File: src/rtl/multicycle_control_pkg.sv
// Shared definitions for the multicycle controller: FSM states, instruction
// encodings, ALU operation codes and datapath select values.
package multicycle_control_pkg;

    typedef enum logic [2:0] {
        ST_FETCH  = 3'd0,
        ST_DECODE = 3'd1,
        ST_EXEC   = 3'd2,
        ST_MEM    = 3'd3,
        ST_WB     = 3'd4
    } state_t;

    localparam logic [5:0] OP_RTYPE = 6'b000000;
    localparam logic [5:0] OP_J     = 6'b000010;
    localparam logic [5:0] OP_BEQ   = 6'b000100;
    localparam logic [5:0] OP_BNE   = 6'b000101;
    localparam logic [5:0] OP_ADDI  = 6'b001000;
    localparam logic [5:0] OP_LUI   = 6'b001111;
    localparam logic [5:0] OP_LW    = 6'b100011;
    localparam logic [5:0] OP_SW    = 6'b101011;

    localparam logic [5:0] FN_ADD = 6'b100000;
    localparam logic [5:0] FN_SUB = 6'b100010;
    localparam logic [5:0] FN_AND = 6'b100100;
    localparam logic [5:0] FN_OR  = 6'b100101;
    localparam logic [5:0] FN_XOR = 6'b100110;
    localparam logic [5:0] FN_SLT = 6'b101010;
    localparam logic [5:0] FN_SLL = 6'b000000;
    localparam logic [5:0] FN_SRL = 6'b000010;
    localparam logic [5:0] FN_SRA = 6'b000011;

    // ALU operation codes are shared with the ALU itself.
    localparam int ALU_CODE_W = 5;
    localparam logic [ALU_CODE_W-1:0] ALU_XOR = 5'b00000;
    localparam logic [ALU_CODE_W-1:0] ALU_SLL = 5'b00001;
    localparam logic [ALU_CODE_W-1:0] ALU_SRL = 5'b00010;
    localparam logic [ALU_CODE_W-1:0] ALU_SRA = 5'b00011;
    localparam logic [ALU_CODE_W-1:0] ALU_ADD = 5'b00100;
    localparam logic [ALU_CODE_W-1:0] ALU_SUB = 5'b00101;
    localparam logic [ALU_CODE_W-1:0] ALU_OR  = 5'b01000;
    localparam logic [ALU_CODE_W-1:0] ALU_AND = 5'b01010;
    localparam logic [ALU_CODE_W-1:0] ALU_SLT = 5'b01011;
    localparam logic [ALU_CODE_W-1:0] ALU_BEQ = 5'b01101;
    localparam logic [ALU_CODE_W-1:0] ALU_BNE = 5'b01110;
    localparam logic [ALU_CODE_W-1:0] ALU_LUI = 5'b10010;

    localparam logic [1:0] SRC_B_REG    = 2'd0;
    localparam logic [1:0] SRC_B_FOUR   = 2'd1;
    localparam logic [1:0] SRC_B_IMM    = 2'd2;
    localparam logic [1:0] SRC_B_IMM_SH = 2'd3;

    localparam logic [1:0] PC_SRC_ALU    = 2'd0;
    localparam logic [1:0] PC_SRC_TARGET = 2'd1;
    localparam logic [1:0] PC_SRC_JUMP   = 2'd2;

    function automatic logic opcode_supported(input logic [5:0] op);
        case (op)
            OP_RTYPE, OP_J, OP_BEQ, OP_BNE,
            OP_ADDI, OP_LUI, OP_LW, OP_SW: return 1'b1;
            default:                       return 1'b0;
        endcase
    endfunction

endpackage

File: src/rtl/multicycle_control_if.sv
// Control bus between the multicycle controller (master) and the datapath
// (slave): instruction fields and status in, strobes and selects out.
interface multicycle_control_if #(parameter int ALU_OP_W = 5);

    logic [5:0]          opcode;
    logic [5:0]          funct;
    logic                alu_zero;
    logic                mem_ready;
    logic [ALU_OP_W-1:0] alu_op;
    logic                alu_src_a;
    logic [1:0]          alu_src_b;
    logic                pc_write;
    logic [1:0]          pc_src;
    logic                ir_write;
    logic                mem_read;
    logic                mem_write;
    logic                i_or_d;
    logic                reg_write;
    logic                reg_dst;
    logic                mem_to_reg;
    logic                illegal;
    logic [2:0]          state;

    modport master (
        input  opcode, funct, alu_zero, mem_ready,
        output alu_op, alu_src_a, alu_src_b, pc_write, pc_src, ir_write,
               mem_read, mem_write, i_or_d, reg_write, reg_dst, mem_to_reg,
               illegal, state
    );

    modport slave (
        output opcode, funct, alu_zero, mem_ready,
        input  alu_op, alu_src_a, alu_src_b, pc_write, pc_src, ir_write,
               mem_read, mem_write, i_or_d, reg_write, reg_dst, mem_to_reg,
               illegal, state
    );

endinterface

File: src/rtl/multicycle_control_alu_op_decode.sv
// Combinational ALU operation decode: picks the ALU op for the current state
// and flags opcodes or R-type functs the controller does not support.
module multicycle_control_alu_op_decode
    import multicycle_control_pkg::*;
#(
    parameter int ALU_OP_W = 5
) (
    input  state_t              state,
    input  logic [5:0]          opcode,
    input  logic [5:0]          funct,
    output logic [ALU_OP_W-1:0] alu_op,
    output logic                illegal
);

    logic [ALU_CODE_W-1:0] code;

    // FETCH and DECODE always add (PC+4, branch target); EXEC follows the instruction.
    always_comb begin
        code    = ALU_XOR;
        illegal = 1'b0;
        case (state)
            ST_FETCH: code = ALU_ADD;
            ST_DECODE: begin
                code    = ALU_ADD;
                illegal = !opcode_supported(opcode);
            end
            ST_EXEC: begin
                case (opcode)
                    OP_RTYPE: begin
                        case (funct)
                            FN_ADD:  code = ALU_ADD;
                            FN_SUB:  code = ALU_SUB;
                            FN_AND:  code = ALU_AND;
                            FN_OR:   code = ALU_OR;
                            FN_XOR:  code = ALU_XOR;
                            FN_SLT:  code = ALU_SLT;
                            FN_SLL:  code = ALU_SLL;
                            FN_SRL:  code = ALU_SRL;
                            FN_SRA:  code = ALU_SRA;
                            default: illegal = 1'b1;
                        endcase
                    end
                    OP_LW, OP_SW, OP_ADDI: code = ALU_ADD;
                    OP_LUI:  code = ALU_LUI;
                    OP_BEQ:  code = ALU_BEQ;
                    OP_BNE:  code = ALU_BNE;
                    default: illegal = 1'b1;
                endcase
            end
            default: ;
        endcase
    end

    assign alu_op = ALU_OP_W'(code);

endmodule

File: src/rtl/multicycle_control.sv
// Multicycle CPU controller: five-state FETCH/DECODE/EXEC/MEM/WB FSM driving
// the datapath strobes; the state register is the only storage.
module multicycle_control
    import multicycle_control_pkg::*;
#(
    parameter int ALU_OP_W = 5
) (
    input  logic                clk,
    input  logic                rst,
    multicycle_control_if.master bus
);

    state_t              state_q;
    state_t              state_d;
    logic [ALU_OP_W-1:0] dec_alu_op;
    logic                dec_illegal;

    multicycle_control_alu_op_decode #(.ALU_OP_W(ALU_OP_W)) u_alu_op_decode (
        .state   (state_q),
        .opcode  (bus.opcode),
        .funct   (bus.funct),
        .alu_op  (dec_alu_op),
        .illegal (dec_illegal)
    );

    always_ff @(posedge clk or posedge rst) begin
        if (rst) state_q <= ST_FETCH;
        else     state_q <= state_d;
    end

    assign bus.state = state_q;

    // Outputs are forced low while reset is held so a half-finished access never writes.
    always_comb begin
        state_d        = ST_FETCH;
        bus.alu_op     = '0;
        bus.alu_src_a  = 1'b0;
        bus.alu_src_b  = SRC_B_REG;
        bus.pc_write   = 1'b0;
        bus.pc_src     = PC_SRC_ALU;
        bus.ir_write   = 1'b0;
        bus.mem_read   = 1'b0;
        bus.mem_write  = 1'b0;
        bus.i_or_d     = 1'b0;
        bus.reg_write  = 1'b0;
        bus.reg_dst    = 1'b0;
        bus.mem_to_reg = 1'b0;
        bus.illegal    = 1'b0;
        if (!rst) begin
            bus.alu_op = dec_alu_op;
            case (state_q)
                ST_FETCH: begin
                    bus.mem_read  = 1'b1;
                    bus.alu_src_b = SRC_B_FOUR;
                    state_d       = ST_FETCH;
                    if (bus.mem_ready) begin
                        bus.ir_write = 1'b1;
                        bus.pc_write = 1'b1;
                        state_d      = ST_DECODE;
                    end
                end
                ST_DECODE: begin
                    bus.alu_src_b = SRC_B_IMM_SH;
                    if (dec_illegal) begin
                        bus.illegal = 1'b1;
                    end else if (bus.opcode == OP_J) begin
                        bus.pc_write = 1'b1;
                        bus.pc_src   = PC_SRC_JUMP;
                    end else begin
                        state_d = ST_EXEC;
                    end
                end
                ST_EXEC: begin
                    if (dec_illegal) begin
                        bus.illegal = 1'b1;
                    end else begin
                        case (bus.opcode)
                            OP_RTYPE: begin
                                bus.alu_src_a = 1'b1;
                                state_d       = ST_WB;
                            end
                            OP_LW, OP_SW: begin
                                bus.alu_src_a = 1'b1;
                                bus.alu_src_b = SRC_B_IMM;
                                state_d       = ST_MEM;
                            end
                            OP_ADDI: begin
                                bus.alu_src_a = 1'b1;
                                bus.alu_src_b = SRC_B_IMM;
                                state_d       = ST_WB;
                            end
                            OP_LUI: begin
                                bus.alu_src_b = SRC_B_IMM;
                                state_d       = ST_WB;
                            end
                            OP_BEQ, OP_BNE: begin
                                bus.alu_src_a = 1'b1;
                                // The ALU's branch ops clear the zero flag when the branch is taken.
                                if (!bus.alu_zero) begin
                                    bus.pc_write = 1'b1;
                                    bus.pc_src   = PC_SRC_TARGET;
                                end
                            end
                            default: ;
                        endcase
                    end
                end
                ST_MEM: begin
                    bus.i_or_d    = 1'b1;
                    bus.mem_read  = (bus.opcode == OP_LW);
                    bus.mem_write = (bus.opcode == OP_SW);
                    state_d       = ST_MEM;
                    if (bus.mem_ready) begin
                        state_d = (bus.opcode == OP_LW) ? ST_WB : ST_FETCH;
                    end
                end
                ST_WB: begin
                    bus.reg_write  = 1'b1;
                    bus.reg_dst    = (bus.opcode == OP_RTYPE);
                    bus.mem_to_reg = (bus.opcode == OP_LW);
                end
                default: ;
            endcase
        end
    end

endmodule

File: src/flat_wrapper.sv
// flat-port wrapper written by rule: the top's interface ports become plain ports
module multicycle_control_flat import multicycle_control_pkg::*;
#(
    parameter int ALU_OP_W = 5
)
  (clk, rst, bus_opcode, bus_funct, bus_alu_zero, bus_mem_ready, bus_alu_op, bus_alu_src_a, bus_alu_src_b, bus_pc_write, bus_pc_src, bus_ir_write, bus_mem_read, bus_mem_write, bus_i_or_d, bus_reg_write, bus_reg_dst, bus_mem_to_reg, bus_illegal, bus_state);
  multicycle_control_if #(.ALU_OP_W(ALU_OP_W)) bus_i ();
  input  logic clk;
  input  logic rst;
  input wire logic [$bits(bus_i.opcode)-1:0] bus_opcode;
  input wire logic [$bits(bus_i.funct)-1:0] bus_funct;
  input wire logic [$bits(bus_i.alu_zero)-1:0] bus_alu_zero;
  input wire logic [$bits(bus_i.mem_ready)-1:0] bus_mem_ready;
  output wire logic [$bits(bus_i.alu_op)-1:0] bus_alu_op;
  output wire logic [$bits(bus_i.alu_src_a)-1:0] bus_alu_src_a;
  output wire logic [$bits(bus_i.alu_src_b)-1:0] bus_alu_src_b;
  output wire logic [$bits(bus_i.pc_write)-1:0] bus_pc_write;
  output wire logic [$bits(bus_i.pc_src)-1:0] bus_pc_src;
  output wire logic [$bits(bus_i.ir_write)-1:0] bus_ir_write;
  output wire logic [$bits(bus_i.mem_read)-1:0] bus_mem_read;
  output wire logic [$bits(bus_i.mem_write)-1:0] bus_mem_write;
  output wire logic [$bits(bus_i.i_or_d)-1:0] bus_i_or_d;
  output wire logic [$bits(bus_i.reg_write)-1:0] bus_reg_write;
  output wire logic [$bits(bus_i.reg_dst)-1:0] bus_reg_dst;
  output wire logic [$bits(bus_i.mem_to_reg)-1:0] bus_mem_to_reg;
  output wire logic [$bits(bus_i.illegal)-1:0] bus_illegal;
  output wire logic [$bits(bus_i.state)-1:0] bus_state;
  assign bus_i.opcode = bus_opcode;
  assign bus_i.funct = bus_funct;
  assign bus_i.alu_zero = bus_alu_zero;
  assign bus_i.mem_ready = bus_mem_ready;
  assign bus_alu_op = bus_i.alu_op;
  assign bus_alu_src_a = bus_i.alu_src_a;
  assign bus_alu_src_b = bus_i.alu_src_b;
  assign bus_pc_write = bus_i.pc_write;
  assign bus_pc_src = bus_i.pc_src;
  assign bus_ir_write = bus_i.ir_write;
  assign bus_mem_read = bus_i.mem_read;
  assign bus_mem_write = bus_i.mem_write;
  assign bus_i_or_d = bus_i.i_or_d;
  assign bus_reg_write = bus_i.reg_write;
  assign bus_reg_dst = bus_i.reg_dst;
  assign bus_mem_to_reg = bus_i.mem_to_reg;
  assign bus_illegal = bus_i.illegal;
  assign bus_state = bus_i.state;
  multicycle_control #(.ALU_OP_W(ALU_OP_W)) u_core (.clk(clk), .rst(rst), .bus(bus_i));
endmodule
File: config.mk
export PLATFORM = sky130hd
export DESIGN_NAME = multicycle_control_flat
export DESIGN_NICKNAME = d
export VERILOG_FILES = /design/src/rtl/multicycle_control_pkg.sv /design/src/rtl/multicycle_control_if.sv /design/src/rtl/multicycle_control_alu_op_decode.sv /design/src/rtl/multicycle_control.sv /design/src/flat_wrapper.sv
export SDC_FILE = /design/constraint.sdc
export NUM_CORES = 1
export LEC_CHECK = 0
export CAP_MARGIN = 25
export CORE_ASPECT_RATIO = 0.8
export CORE_MARGIN = 2
export CORE_UTILIZATION = 38
export CTS_BUF_LIST = sky130_fd_sc_hd__clkbuf_16
export DETAILED_ROUTE_END_ITERATION = 10
export PLACE_DENSITY = 0.76
export SYNTH_ARGS = -nofsm -noshare
export SYNTH_HDL_FRONTEND = slang
export SYNTH_HIERARCHICAL = 1
export SYNTH_SLANG_ARGS = --single-unit
export TNS_END_PERCENT = 20
File: constraint.sdc
create_clock -name clk -period 4.1 [get_ports clk]
set_clock_uncertainty 0.15 [all_clocks]
set_input_delay 1.23 -clock clk [delete_from_list [all_inputs] [get_ports clk]]
set_output_delay 1.23 -clock clk [all_outputs]
set_load 0.02 [all_outputs]
== After elaboration in Yosys (flattened, before gate mapping) ==
Cells that the tools add are included.
Word-level totals
  register bits: 3
  input bits: 16
  output and inout bits: 22
  logic and storage cells: 93
Operators by class
  eq/ne operators: 19
  muxes and demuxes: 58
  reductions and logical operators: 15
Operator list (count)
  equality test 6 bit (second input constant): 8
  2-to-1 mux 1 bit: 32
  case mux 4 bit (8 select lines): 1
  case mux 5 bit (5 select lines): 1
  equality test 6 x 2 -> 1 bit (second input constant): 3
  2-to-1 mux 2 bit: 9
  2-to-1 mux 3 bit: 5
  equality test 6 x 3 -> 1 bit (second input constant): 2
  equality test 6 x 4 -> 1 bit (second input constant): 2
  zero test 6 bit: 2
  case mux 3 bit (4 select lines): 1
  OR reduction 6 bit: 2
  case mux 5 bit (2 select lines): 1
  OR reduction 9 bit: 1
  OR reduction 2 bit: 4
  OR reduction 8 bit: 1
  equality test 3 x 2 -> 1 bit (second input constant): 2
  case mux 1 bit (2 select lines): 3
  case mux 2 bit (3 select lines): 1
  case mux 3 bit (2 select lines): 1
  OR reduction 3 bit: 2
  2-to-1 mux 5 bit: 1
  case mux 2 bit (2 select lines): 1
  OR reduction 4 bit: 1
  other kinds (5): 5

== Longest topological paths before layout ==
Gate-level depths: netlist (run 1).
  depth in word-level cells: 9
  depth in mapped cells: 9
  gate-level depth less buffers: 8

== Hierarchy ==
Netlist (run 1), hierarchy kept.
By module, submodules not included
  multicycle_control: instances 1, cells each 65, area an instance 488.0 um^2, sequential area each 75.1 um^2
  multicycle_control_alu_op_decode: instances 1, cells each 68, area an instance 407.9 um^2, sequential area each 0.0 um^2

== Least setup slack after synthesis (run 1) ==
OpenSTA, ideal clock, no wires.
  path kind: input to output
  start point: input bus_opcode[1]
  end point: output bus_pc_src[0]
  arrival: 3352 ps
  required time: 2720 ps
  path slack: -632 ps
  stages: 9
  buffers on the path: 1
  cell sequence: buf_2 > or3b_1 > nand4b_1 > and2_4 > o21ai_1 > a21o_1 > nor3b_1 > nand2_1 > nor4b_1
Between the ends
  longest elaborated chain between the ends: 9
  elaborated cells between the ends (all ways): 21
  classes of those cells: eq/ne (7); mux (9); reduce/logical (5)
Ends and longest elaborated chain
  start: declaration: RTL line flat_wrapper.sv:10  | input wire logic [$bits(bus_i.opcode)-1:0] bus_opcode;
  equality test 6 x 4 -> 1 bit, or another cell as far along: RTL line multicycle_control_pkg.sv:57, multicycle_control_alu_op_decode.sv:28
  OR reduction 8 bit: RTL line multicycle_control_pkg.sv:57  | case (op)
  2-to-1 mux 1 bit: RTL line multicycle_control_pkg.sv:57
  2-to-1 mux 1 bit: RTL line multicycle_control_alu_op_decode.sv:21  | case (state)
  zero test 1 bit: RTL line multicycle_control_alu_op_decode.sv:25  | illegal = !opcode_supported(opcode);
  case mux 1 bit (2 select lines) (*): RTL line multicycle_control_alu_op_decode.sv:21
  net u_core.dec_illegal: RTL line multicycle_control.sv:16  | logic dec_illegal;
  2-to-1 mux 2 bit (on tied branches): RTL line multicycle_control.sv:74, multicycle_control.sv:64
  case mux 2 bit (2 select lines) (*): RTL line multicycle_control.sv:51  | case (state_q)
  2-to-1 mux 2 bit (*): RTL line multicycle_control.sv:49  | if (!rst) begin
  end: declaration: RTL line flat_wrapper.sv:18  | output wire logic [$bits(bus_i.pc_src)-1:0] bus_pc_src;
Mark *: on every way through the listed nets, which the timed path passes. The rest lies on a longest branch. The select of a mux whose other input is x is not followed.

== Worst setup path after layout (run 1) ==
  start point: input bus_opcode[3]
  end point: output bus_pc_src[0]
The elaborated chain is that of the path after synthesis.

==> results of run 1 <==
==> placed cells by master, fill, tap and decap left out, types with 2 or more instances in the layout <==
| master | count |
|---|---|
| clkdlybuf4s50_1 | 6 |
| clkbuf_16 | 3 |
| a21oi_2 | 3 |
| buf_8 | 3 |
| clkbuf_2 | 4 |
| nor3b_2 | 3 |
| nand3b_1 | 3 |
| nor4b_4 | 3 |
| nor4b_1 | 3 |
| o21ai_1 | 4 |
| nor3_4 | 3 |
| a21o_1 | 2 |
| nand3_1 | 5 |
| nor4_1 | 2 |
| buf_4 | 56 |
| nand4_1 | 3 |
| nand4b_1 | 2 |
| inv_1 | 5 |
| and2b_1 | 4 |
| buf_2 | 3 |
| nand2_1 | 12 |
| nor2_2 | 2 |
| and3_4 | 2 |
| nor2_1 | 13 |
| buf_6 | 11 |
| a31oi_1 | 3 |
| nor2b_1 | 3 |
| dfrtp_1 | 3 |
| o21ai_0 | 3 |
| a21oi_1 | 8 |
| dlygate4sd2_1 | 4 |
| nor3_1 | 3 |
==> worst paths after layout <==
path | slack, ps | from | end | depth (start not counted)
worst max-delay path | -400 | bus_opcode[3] | bus_pc_src[0] | 10
worst min-delay path | 720 | u_core/bus.state[2] | u_core/bus.state[0] | 4
worst max register to register | 1960 | u_core/bus.state[1] | u_core/bus.state[1] | 8
worst min register to register | 720 | u_core/bus.state[2] | u_core/bus.state[0] | 4
max in group asynchronous | 2260 | rst | u_core/bus.state[1] | 4
min in group asynchronous | 1440 | rst | u_core/bus.state[2] | 4
==> power by group through the flow <==
| stage | registers, mW | clock network (mW) | logic (mW) |
|---|---|---|---|
| floorplan | 0.0354 | 0 | 0.0534 |
| global placement | 0.0327 | 0 | 0.118 |
| detailed placement | 0.0329 | 0 | 0.122 |
| CTS | 0.0327 | 0.154 | 0.129 |
| global route | 0.0331 | 0.157 | 0.158 |
| finish | 0.0329 | 0.152 | 0.151 |
==> stage by stage <==
step | hold WS, ps | setup slack [ps] | std cells | area [um2]
final | 724 | -397 | 247 | 1860
after global routing | 758 | -505 | 247 | 1860
after CTS | 695 | -338 | 242 | 1760
after detailed placement | 663 | -1330 | 228 | 1580
after global placement | 644 | -1230 | 228 | 1580
after floorplan | 643 | -225 | 133 | 936
==> critical path: stages <==
cell	delay, ps
buf_8	110
or3b_4	400
nand4b_1	130
and2_4	170
o21ai_2	50
a21o_1	200
nor3b_2	230
nand2_1	120
nor4b_4	290
buf_4	190
==> cells by family after synthesis <==
| family | Yosys count | synth area share [%] |
|---|---|---|
| and+or+nand+nor | 86 | 60.5 |
| AOI/OAI and AO/OA | 33 | 23.6 |
| buffers and inverters | 9 | 5.45 |
| DFF | 3 | 8.38 |
| xor gates and xnor gates | 1 | 0.978 |
| muxes | 1 | 1.12 |
==> layer usage <==
| layer | global-route usage [%] | vias to the layer above | share of wire, % |
|---|---|---|---|
| li1 | - | 687 | - |
| met1 | 36.6 | 715 | 38 |
| met2 | 52.6 | 134 | 49 |
| met5 | 0 | - | 0 |
| met4 | 17.2 | 0 | 3.6 |
| met3 | 4.59 | 26 | 9.2 |
==> repair_timing <==
action	in CTS	in global routing
pin swaps	18	12
hold endpoints to repair	0	0
resized for setup	122	39
setup endpoints to repair	19	16
setup buffers	10	5
==> cell type report <==
cell class	count	area (um2)	area share [%]
multi-input combinational	121	910	48.8
timing repair buffer	90	753	40.4
sequential	3	75.1	4.03
clock buffer	3	75.1	4.03
tap	25	31.3	1.68
inverter	4	15.0	0.806
clock inverter	1	3.75	0.201
==> qor.csv, run 1 <==
metric,value,unit
Most used DFF post-synth,dfrtp_1,
Leakage Power,0.878,nW
CTS tree,built,
post-route ant nets,0,
Synthesis Warnings,6,
Vias/cell,6.32,
TritonCTS Buffers,3,
Comb pwr share,44.9,%
required time of the worst setup path,2720,ps
Ports,38,
gpl congestion,0.907,
Tightest Pin Transition,516,ps
Power Dens Cells,180,nW/um2
Post-route DRC,0,
fraction of layout cells with a size suffix above 1,51.4,%
area grow syn2layout,108,%
DR vias,1562,
Mapped Nets,149,
status,"finished, violations left",
Die H,47.4,um
Skew-Pair Late Insertion Delay,220,ps
total die area,2760,um2
final setup fails,6,
unrepaired setup endpoints after global routing,yes,
Hold/Removal Path Class,flop to flop,
worst-case clock buffer depth,2,
"top cells by area, synth","dfrtp_1, nor2_1, a21oi_1",
ant diodes,0,
Async SR Flop Fraction,100,%
CP Max Fanout,4,
most common cell in the netlist,nor2_1,
Mapped Cells,133,
core box area,2200,um2
WL/cell,19.4,um
final WL,4790,um
Syn Std Cell Area,896,um2
num rows,15,
Max VDD drop,0.000312,V
sequential area share after synthesis,8.38,%
max reg flops,3,
"Distinct cells, synth",52,
fin util,84.8,%
MaxCap Viol Count,0,
vias in the first global route,1332,
final hold vios,0,
kind of critical path,input port to output pin,
post-synth top area share,8.38,%
#FFs+latches synth,3,
number of synthesized flops with an enable pin,0,
most frequent cells after synthesis,"nor2_1, nand2_1, a21oi_1",
Die W,58.3,um
fmax,0.222,GHz
final worst slack,-397,ps
H-tree level count,1,
Initial Utilization,40.8,%
IO buf count,37,
clock root cell,clkbuf_16,
Final Max Tran Viols,0,
crit share post-route,110,%
Sw Ratio,31.5,%
Sw Pwr,0.106,mW
syn avg cell area,6.74,um2
GRT Util Overall,30.2,%
pin count of the biggest net entering global routing,13,
arrival time worst endpoint,3120,ps
CTS sink cnt,3,
NumNets Final,239,
Pint,0.230,mW
Final min period,4500,ps
failing checks,setup timing,
Slew HR,65.1,%
DP HPWL,2910,um
remaining global-route overflow,0,
PnR Total Power,0.336,mW
"Reg clk slew, reported paths",30,ps
"Hold-fix buffers, CTS",0,
setup TNS,-1720,ps
TritonRoute pass-1 iters,6,
fill cell total of the finished layout,125,
Reg power frac,9.8,%
critical path capture point type,output pin,
initial DRC count,125,
initial antenna violation count,0,
first-pass GRT wire length,6160,um
crit path launch type,input port,
clock share of power,45.3,%
Yosys top cell by area,dfrtp_1,
Note: power is estimated with default switching activity, not from simulation.
==> run 2, diff against run 1 <==
--- a/config.mk
+++ b/config.mk
@@ -5,13 +5,16 @@
 export SDC_FILE = /design/constraint.sdc
 export NUM_CORES = 1
 export LEC_CHECK = 0
+export ABC_AREA = 1
 export CAP_MARGIN = 25
-export CORE_ASPECT_RATIO = 0.8
+export CELL_PAD_IN_SITES_DETAIL_PLACEMENT = 1
+export CELL_PAD_IN_SITES_GLOBAL_PLACEMENT = 1
+export CORE_ASPECT_RATIO = 1.2
 export CORE_MARGIN = 2
-export CORE_UTILIZATION = 38
+export CORE_UTILIZATION = 24
 export CTS_BUF_LIST = sky130_fd_sc_hd__clkbuf_16
 export DETAILED_ROUTE_END_ITERATION = 10
-export PLACE_DENSITY = 0.76
+export PLACE_DENSITY_LB_ADDON = 0.1
 export SYNTH_ARGS = -nofsm -noshare
 export SYNTH_HDL_FRONTEND = slang
 export SYNTH_HIERARCHICAL = 1
==> qor.csv, run 2 <==
metric,value,unit,change
status,"finished, violations left",,
failing checks,setup timing,,
FF+latch area,75.1,um2,unchanged
Vias/cell,4.80,,-24%
clock root cell,clkbuf_16,,
number of synthesized flops with an enable pin,0,,unchanged
TritonCTS Buffers,3,,unchanged
Yosys top cell by area,nand2_1,,
Leakage Power,0.978,nW,+11%
post-route ant nets,0,,unchanged
crit share post-route,101,%,-8.7 points
Synthesis Warnings,6,,unchanged
DR vias,1470,,-5.9%
CP max stage cell,nor2_4,,
remaining global-route overflow,0,,unchanged
Sw Ratio,30.9,%,-0.56 points
Power Dens Cells,169,nW/um2,-6.1%
final WL,4110,um,-14%
multi-input combinational cell area,801,um2,-12%
Final Max Tran Viols,0,,unchanged
MaxCap Viol Count,0,,unchanged
area grow syn2layout,107,%,
#FFs+latches synth,3,,unchanged
crit path launch type,input port,,
Reg power frac,10.9,%,+1.1 points
CTS sink cnt,3,,unchanged
total die area,4220,um2,+53%
"Distinct cells, synth",29,,-44%
Initial Utilization,24.8,%,-16 points
final worst slack,-42.2,ps,+355 ps
worst-case clock buffer depth,2,,unchanged
Skew-Pair Late Insertion Delay,220,ps,about the same
most frequent cells after synthesis,"nand2_1, nor2_1, inv_1",,
H-tree level count,1,,unchanged
Max VDD drop,0.000150,V,-52%
critical path capture point type,output pin,,
cell family with most CP delay,simple AND/OR/NAND/NOR gates,,
Slew HR,78.8,%,+14 points
Async SR Flop Fraction,100,%,unchanged
fill cell total of the finished layout,523,,+320%
fin cells,306,,+24%
ant diodes,0,,unchanged
Hold/Removal Path Class,flop to flop,,
Post-route DRC,0,,unchanged
most common cell in the netlist,nand2_1,,
required time of the worst setup path,2720,ps,about the same
initial DRC count,36,,-71%
vias in the first global route,1577,,+18%
CP Max Fanout,5,,+1
max reg flops,3,,unchanged
Comb pwr share,40.1,%,-4.8 points
fraction of layout cells with a size suffix above 1,50.6,%,-0.79 points
post-synth top area share,17.3,%,+8.9 points
fmax,0.241,GHz,+8.6%
Die H,70.8,um,+49%
Most common cell on crit path,nand2_1,,
syn avg cell area,5.13,um2,-24%
num rows,24,,+9
DP Worst Slack,-923,ps,+404 ps
clock share of power,49.0,%,+3.7 points
Worst path max stage delay,190,ps,-210 ps
crit-path cells,buf_4 -> nor2_4 -> nand3_2 -> nand3_2 -> nor2_2 -> nand2_1 -> nand2_1 -> nand2_1 -> nand2_2 -> nor2_1 -> nand3_1 -> nor2_1 -> nand2_1 -> nand3_1 -> nand2_1 -> inv_1 -> buf_6,,
"Reg clk slew, reported paths",30,ps,about the same
core box area,3600,um2,+64%
Mapped Cells,174,,+31%
first-pass GRT wire length,6840,um,+11%
TritonRoute pass-1 iters,4,,-2
Die W,59.7,um,+2.4%
kind of critical path,input port to output pin,,
"commonest non-fill, non-tap cells in the layout","buf_4, nand2_1, nor2_1",,
unrepaired setup endpoints after global routing,yes,,
"top cells by area, synth","nand2_1, nor2_1, inv_1",,
WL/cell,13.4,um,-31%
DP HPWL,3120,um,+7.4%
Ports,38,,unchanged
CTS tree,built,,
gpl congestion,0.805,,-11%
Tightest Pin Transition,319,ps,-198 ps
NumNets Final,284,,+19%
final hold vios,0,,unchanged
Mapped Nets,190,,+28%
Syn Std Cell Area,892,um2,-0.42%
GRT Util Overall,20.8,%,-9.3 points
Pint,0.215,mW,-6.4%
pin count of the biggest net entering global routing,9,,-4
sequential area share after synthesis,8.42,%,+0.035 points
arrival time worst endpoint,2760,ps,-360 ps
"most common cell after layout, fill and taps aside",buf_4,,
placed insts,290,,+27%
Final min period,4140,ps,-355 ps
CP bufs+invs,3,,+1
initial antenna violation count,0,,unchanged
Most used DFF post-synth,dfrtp_1,,
final setup fails,2,,-4
Sw Pwr,0.0964,mW,-8.8%
IO buf count,37,,unchanged
run 2: cell type report:
cell class,count,area share [%]
well taps,39,2.65
multi-input cells,135,43.4
flip-flops and latches,3,4.07
clock inverters,1,0.204
inverters,35,7.13
repair buffers,90,38.4
clock buffers,3,4.07
run 2: metal layers:
| metal | vias up | part of all wire [%] | GRT usage [%] |
|---|---|---|---|
| met5 | - | 0 | 0 |
| met4 | 0 | 2.7 | 8.40 |
| met3 | 8 | 3.7 | 2.74 |
| met2 | 40 | 59 | 42.0 |
| met1 | 693 | 35 | 19.8 |
| li1 | 729 | - | - |
run 2: repair_timing:
action | CTS | global route
hold endpoints to repair | 0 | 0
gates resized for setup | 130 | 19
pin swaps | 25 | 12
setup endpoints to repair | 17 | 10
hold buffers | 0 | 0
setup buffers | 11 | 2
run 2: kinds of logic (layout without fill, tap and decap cells):
logic type	Yosys count	after routing	share of synthesized area, %
compound gates	12	12	9.12
buf+inv	36	129	15.1
flops	3	3	8.41
simple gates	123	123	67.3
run 2: power by group through the flow:
stage	Sequential (mW)	Combinational, mW	Clock, mW
6_report	0.0340	0.125	0.153
5_1_grt	0.0344	0.137	0.160
4_1_cts	0.0341	0.121	0.154
3_5_place_dp	0.0343	0.113	0
3_3_place_gp	0.0343	0.109	0
2_1_floorplan	0.0352	0.0450	0
run 2: path summary, 6_finish.rpt:
kind	start	end	slack, ps	depth (start not counted)
min in group asynchronous	rst	u_core/bus.state[1]	1390	4
hold / removal	u_core/bus.state[2]	u_core/bus.state[2]	720	4
setup / recovery	bus_funct[3]	bus_pc_write	-40	17
setup reg to reg	u_core/bus.state[1]	u_core/bus.state[1]	1870	14
max in group asynchronous	rst	u_core/bus.state[0]	2310	4
hold reg to reg	u_core/bus.state[2]	u_core/bus.state[2]	720	4
run 2: tightest hold or removal path, cell delays in order (launching register included):
cell and delay [ps]:
dfrtp_1 520, nor2_1 100, inv_1 70, buf_4 110
a21oi_1 30
run 2: stage by stage:
| stage | TNS (ps) | area, um2 | power (mW) | hold WS, ps | util, % |
|---|---|---|---|---|---|
| after detailed placement | -9280 | 1620 | 0.147 | 704 | 44.8 |
| after global routing | -677 | 1840 | 0.331 | 798 | 51.1 |
| final | -47.0 | 1840 | 0.312 | 718 | 51.1 |
| after CTS | -41.9 | 1830 | 0.309 | 715 | 50.7 |
| after global placement | -8320 | 1620 | 0.144 | 699 | 44.8 |
| after floorplan | 0 | 892 | 0.0802 | 664 | - |
==> run 3, diff against run 2 <==
--- a/config.mk
+++ b/config.mk
@@ -11,9 +11,10 @@
 export CELL_PAD_IN_SITES_GLOBAL_PLACEMENT = 1
 export CORE_ASPECT_RATIO = 1.2
 export CORE_MARGIN = 2
-export CORE_UTILIZATION = 24
+export CORE_UTILIZATION = 29
 export CTS_BUF_LIST = sky130_fd_sc_hd__clkbuf_16
 export DETAILED_ROUTE_END_ITERATION = 10
+export GPL_ROUTABILITY_DRIVEN = 0
 export PLACE_DENSITY_LB_ADDON = 0.1
 export SYNTH_ARGS = -nofsm -noshare
 export SYNTH_HDL_FRONTEND = slang
==> constraint.sdc (replaced) <==
create_clock -name clk -period 4.9 [get_ports clk]
set_clock_uncertainty 0.15 [all_clocks]
set_input_delay 1.47 -clock clk [delete_from_list [all_inputs] [get_ports clk]]
set_output_delay 1.47 -clock clk [all_outputs]
set_load 0.02 [all_outputs]
==> qor.csv, run 3 (synthesis gave the netlist of run 2 again) <==
metric,value,unit,change
status,"finished, final reports clean",,
area grow syn2layout,88.8,%,
Die H,64.8,um,-8.5%
Final min period,4880,ps,
crit share post-route,99.7,%,
FF+latch area,75.1,um2,unchanged
core box area,3000,um2,-17%
Die W,54.6,um,-8.4%
Critical R2R Launch,u_core/bus.state[1],,
clock root cell,clkbuf_16,,
vias in the first global route,1537,,-2.5%
Reg2Reg Depth,14,,unchanged
crit path launch type,input port,,
Initial Utilization,29.7,%,+5.0 points
final setup fails,0,,-2
ant diodes,0,,unchanged
"Reg clk slew, reported paths",30,ps,about the same
arrival time worst endpoint,3260,ps,+500 ps
required time of the worst setup path,3280,ps,+560 ps
Power Dens Cells,155,nW/um2,-8.6%
critical path capture point type,output pin,,
total die area,3540,um2,-16%
Max VDD drop,0.000124,V,-17%
Vias/cell,4.94,,+2.9%
fraction of layout cells with a size suffix above 1,37.1,%,-14 points
Hold Path Stages,3,,-1
H-tree level count,1,,unchanged
Slew HR,74.5,%,-4.3 points
DP HPWL,3000,um,-4.0%
RR Endpoint,u_core/bus.state[1],,
hold path endpoint,u_core/bus.state[2],,
Tightest Pin Transition,383,ps,+64.5 ps
first-pass GRT wire length,6730,um,-1.6%
R2R Setup Slk,2580,ps,+710 ps
NumNets Final,268,,-5.6%
min-delay src,u_core/bus.state[2],,
WL/cell,14.4,um,+6.9%
initial DRC count,32,,-11%
pin count of the biggest net entering global routing,15,,+6
remaining global-route overflow,0,,unchanged
placed insts,280,,-3.4%
"Hold-fix buffers, CTS",0,,unchanged
GRT Util Overall,25.4,%,+4.6 points
CTS sink cnt,3,,unchanged
fill cell total of the finished layout,427,,-18%
PnR Total Power,0.260,mW,-16%
CTS tree,built,,
DR vias,1419,,-3.5%
final hold vios,0,,unchanged
fmax,0.205,GHz,
Skew-Pair Late Insertion Delay,230,ps,about the same
multi-input combinational cell area,752,um2,-6.1%
post-route ant nets,0,,unchanged
kind of critical path,input port to output pin,,
Hold/Removal Path Class,flop to flop,,
MaxCap Viol Count,0,,unchanged
worst-case clock buffer depth,2,,unchanged
Min Hold Slack,713,ps,-5.29 ps
initial antenna violation count,0,,unchanged
TritonRoute pass-1 iters,4,,unchanged
final WL,4120,um,+0.24%
fin cells,287,,-6.2%
CP Max Fanout,4,,-1
num rows,22,,-8.3%
"most common cell after layout, fill and taps aside",buf_4,,
Post-route DRC,0,,unchanged
Ports,38,,unchanged
Leakage Power,0.882,nW,-9.8%
TritonCTS Buffers,3,,unchanged
"commonest non-fill, non-tap cells in the layout","buf_4, nand2_1, inv_1",,
IO buf count,37,,unchanged
Final Max Tran Viols,0,,unchanged
unrepaired setup endpoints after global routing,yes,,
max reg flops,3,,unchanged
[run 3: cell count changes in the layout (fill, tap and decap cells not counted), moves of 3 or more]
cell             before  now
buf_4                60   39
clkdlybuf4s50_1       9   15
nand2_2              13    9
nand2_1              33   37
nor2_4                7    4
nor2_2                8   11
dlygate4sd2_1         5   10
buf_2                 6    1
buf_6                 5    1
inv_2                10    7
clkdlybuf4s15_1       0    3
inv_1                26   29
[run 3: worst max-delay path by stage]
| stage | from | to | slack [ps] | cells after the start |
|---|---|---|---|---|
| after detailed placement | bus_opcode[5] | bus_pc_write | -620 | 14 |
| final | bus_opcode[2] | bus_pc_write | 20 | 15 |
| after global routing | bus_opcode[2] | bus_pc_write | -140 | 15 |
| after floorplan | bus_opcode[3] | bus_alu_src_b[1] | 510 | 12 |
| after CTS | bus_opcode[4] | bus_pc_write | -20 | 14 |
| after global placement | bus_funct[5] | bus_pc_write | -500 | 18 |
[run 3: layout make-up]
| cell class | count | area share [%] |
|---|---|---|
| timing repair buffer | 74 | 35.7 |
| clock inverter | 1 | 0.223 |
| inverter | 35 | 7.80 |
| clock buffer | 3 | 4.46 |
| tap | 36 | 2.67 |
| multi-input combinational | 135 | 44.7 |
| sequential | 3 | 4.46 |
[run 3: routing by layer]
layer / up-vias / wire length (um) / GRT usage, %
li1: 698 / - / -
met1: 688 / 1550 / 26.3
met2: 27 / 2400 / 47.0
met3: 6 / 108 / 3.46
met4: 0 / 65 / 12.2
met5: - / 0 / 0
[run 3: what timing repair did]
item                                    CTS  global route
endpoints found under the setup margin   13             8
endpoints found under the hold margin     0             0
buffers inserted                          1             2
pin swaps                                 5             7
gates resized for setup                  45            28
[run 3: through the flow]
| stage | cell area [um2] | setup TNS [ps] | worst slack (ps) | utilization [%] |
|---|---|---|---|---|
| global route | 1680 | -325 | -136 | 56.1 |
| floorplan | 892 | 0 | 505 | - |
| CTS | 1640 | -18.0 | -18.0 | 54.8 |
| finish | 1680 | 0 | 15.6 | 56.1 |
| global placement | 1560 | -3550 | -499 | 52.0 |
| detailed placement | 1560 | -4540 | -616 | 52.0 |
[run 3: critical path: stages]
cell             delay (ps)
clkdlybuf4s15_1         240
nand2_1                 120
nor2_2                  160
nand2_2                  90
a21boi_2                170
nand3b_1                140
nand2_2                  80
nor2_2                  100
nand3_2                 130
nor2_2                  180
nand2_2                  80
nand3_2                  70
nand2_1                  60
inv_2                    60
buf_6                   110
[run 3: report_power, final]
group	internal [mW]	switching, mW
combinational	0.0422	0.0539
sequential	0.0259	0.00288
clock	0.106	0.0298
total	0.174	0.0865
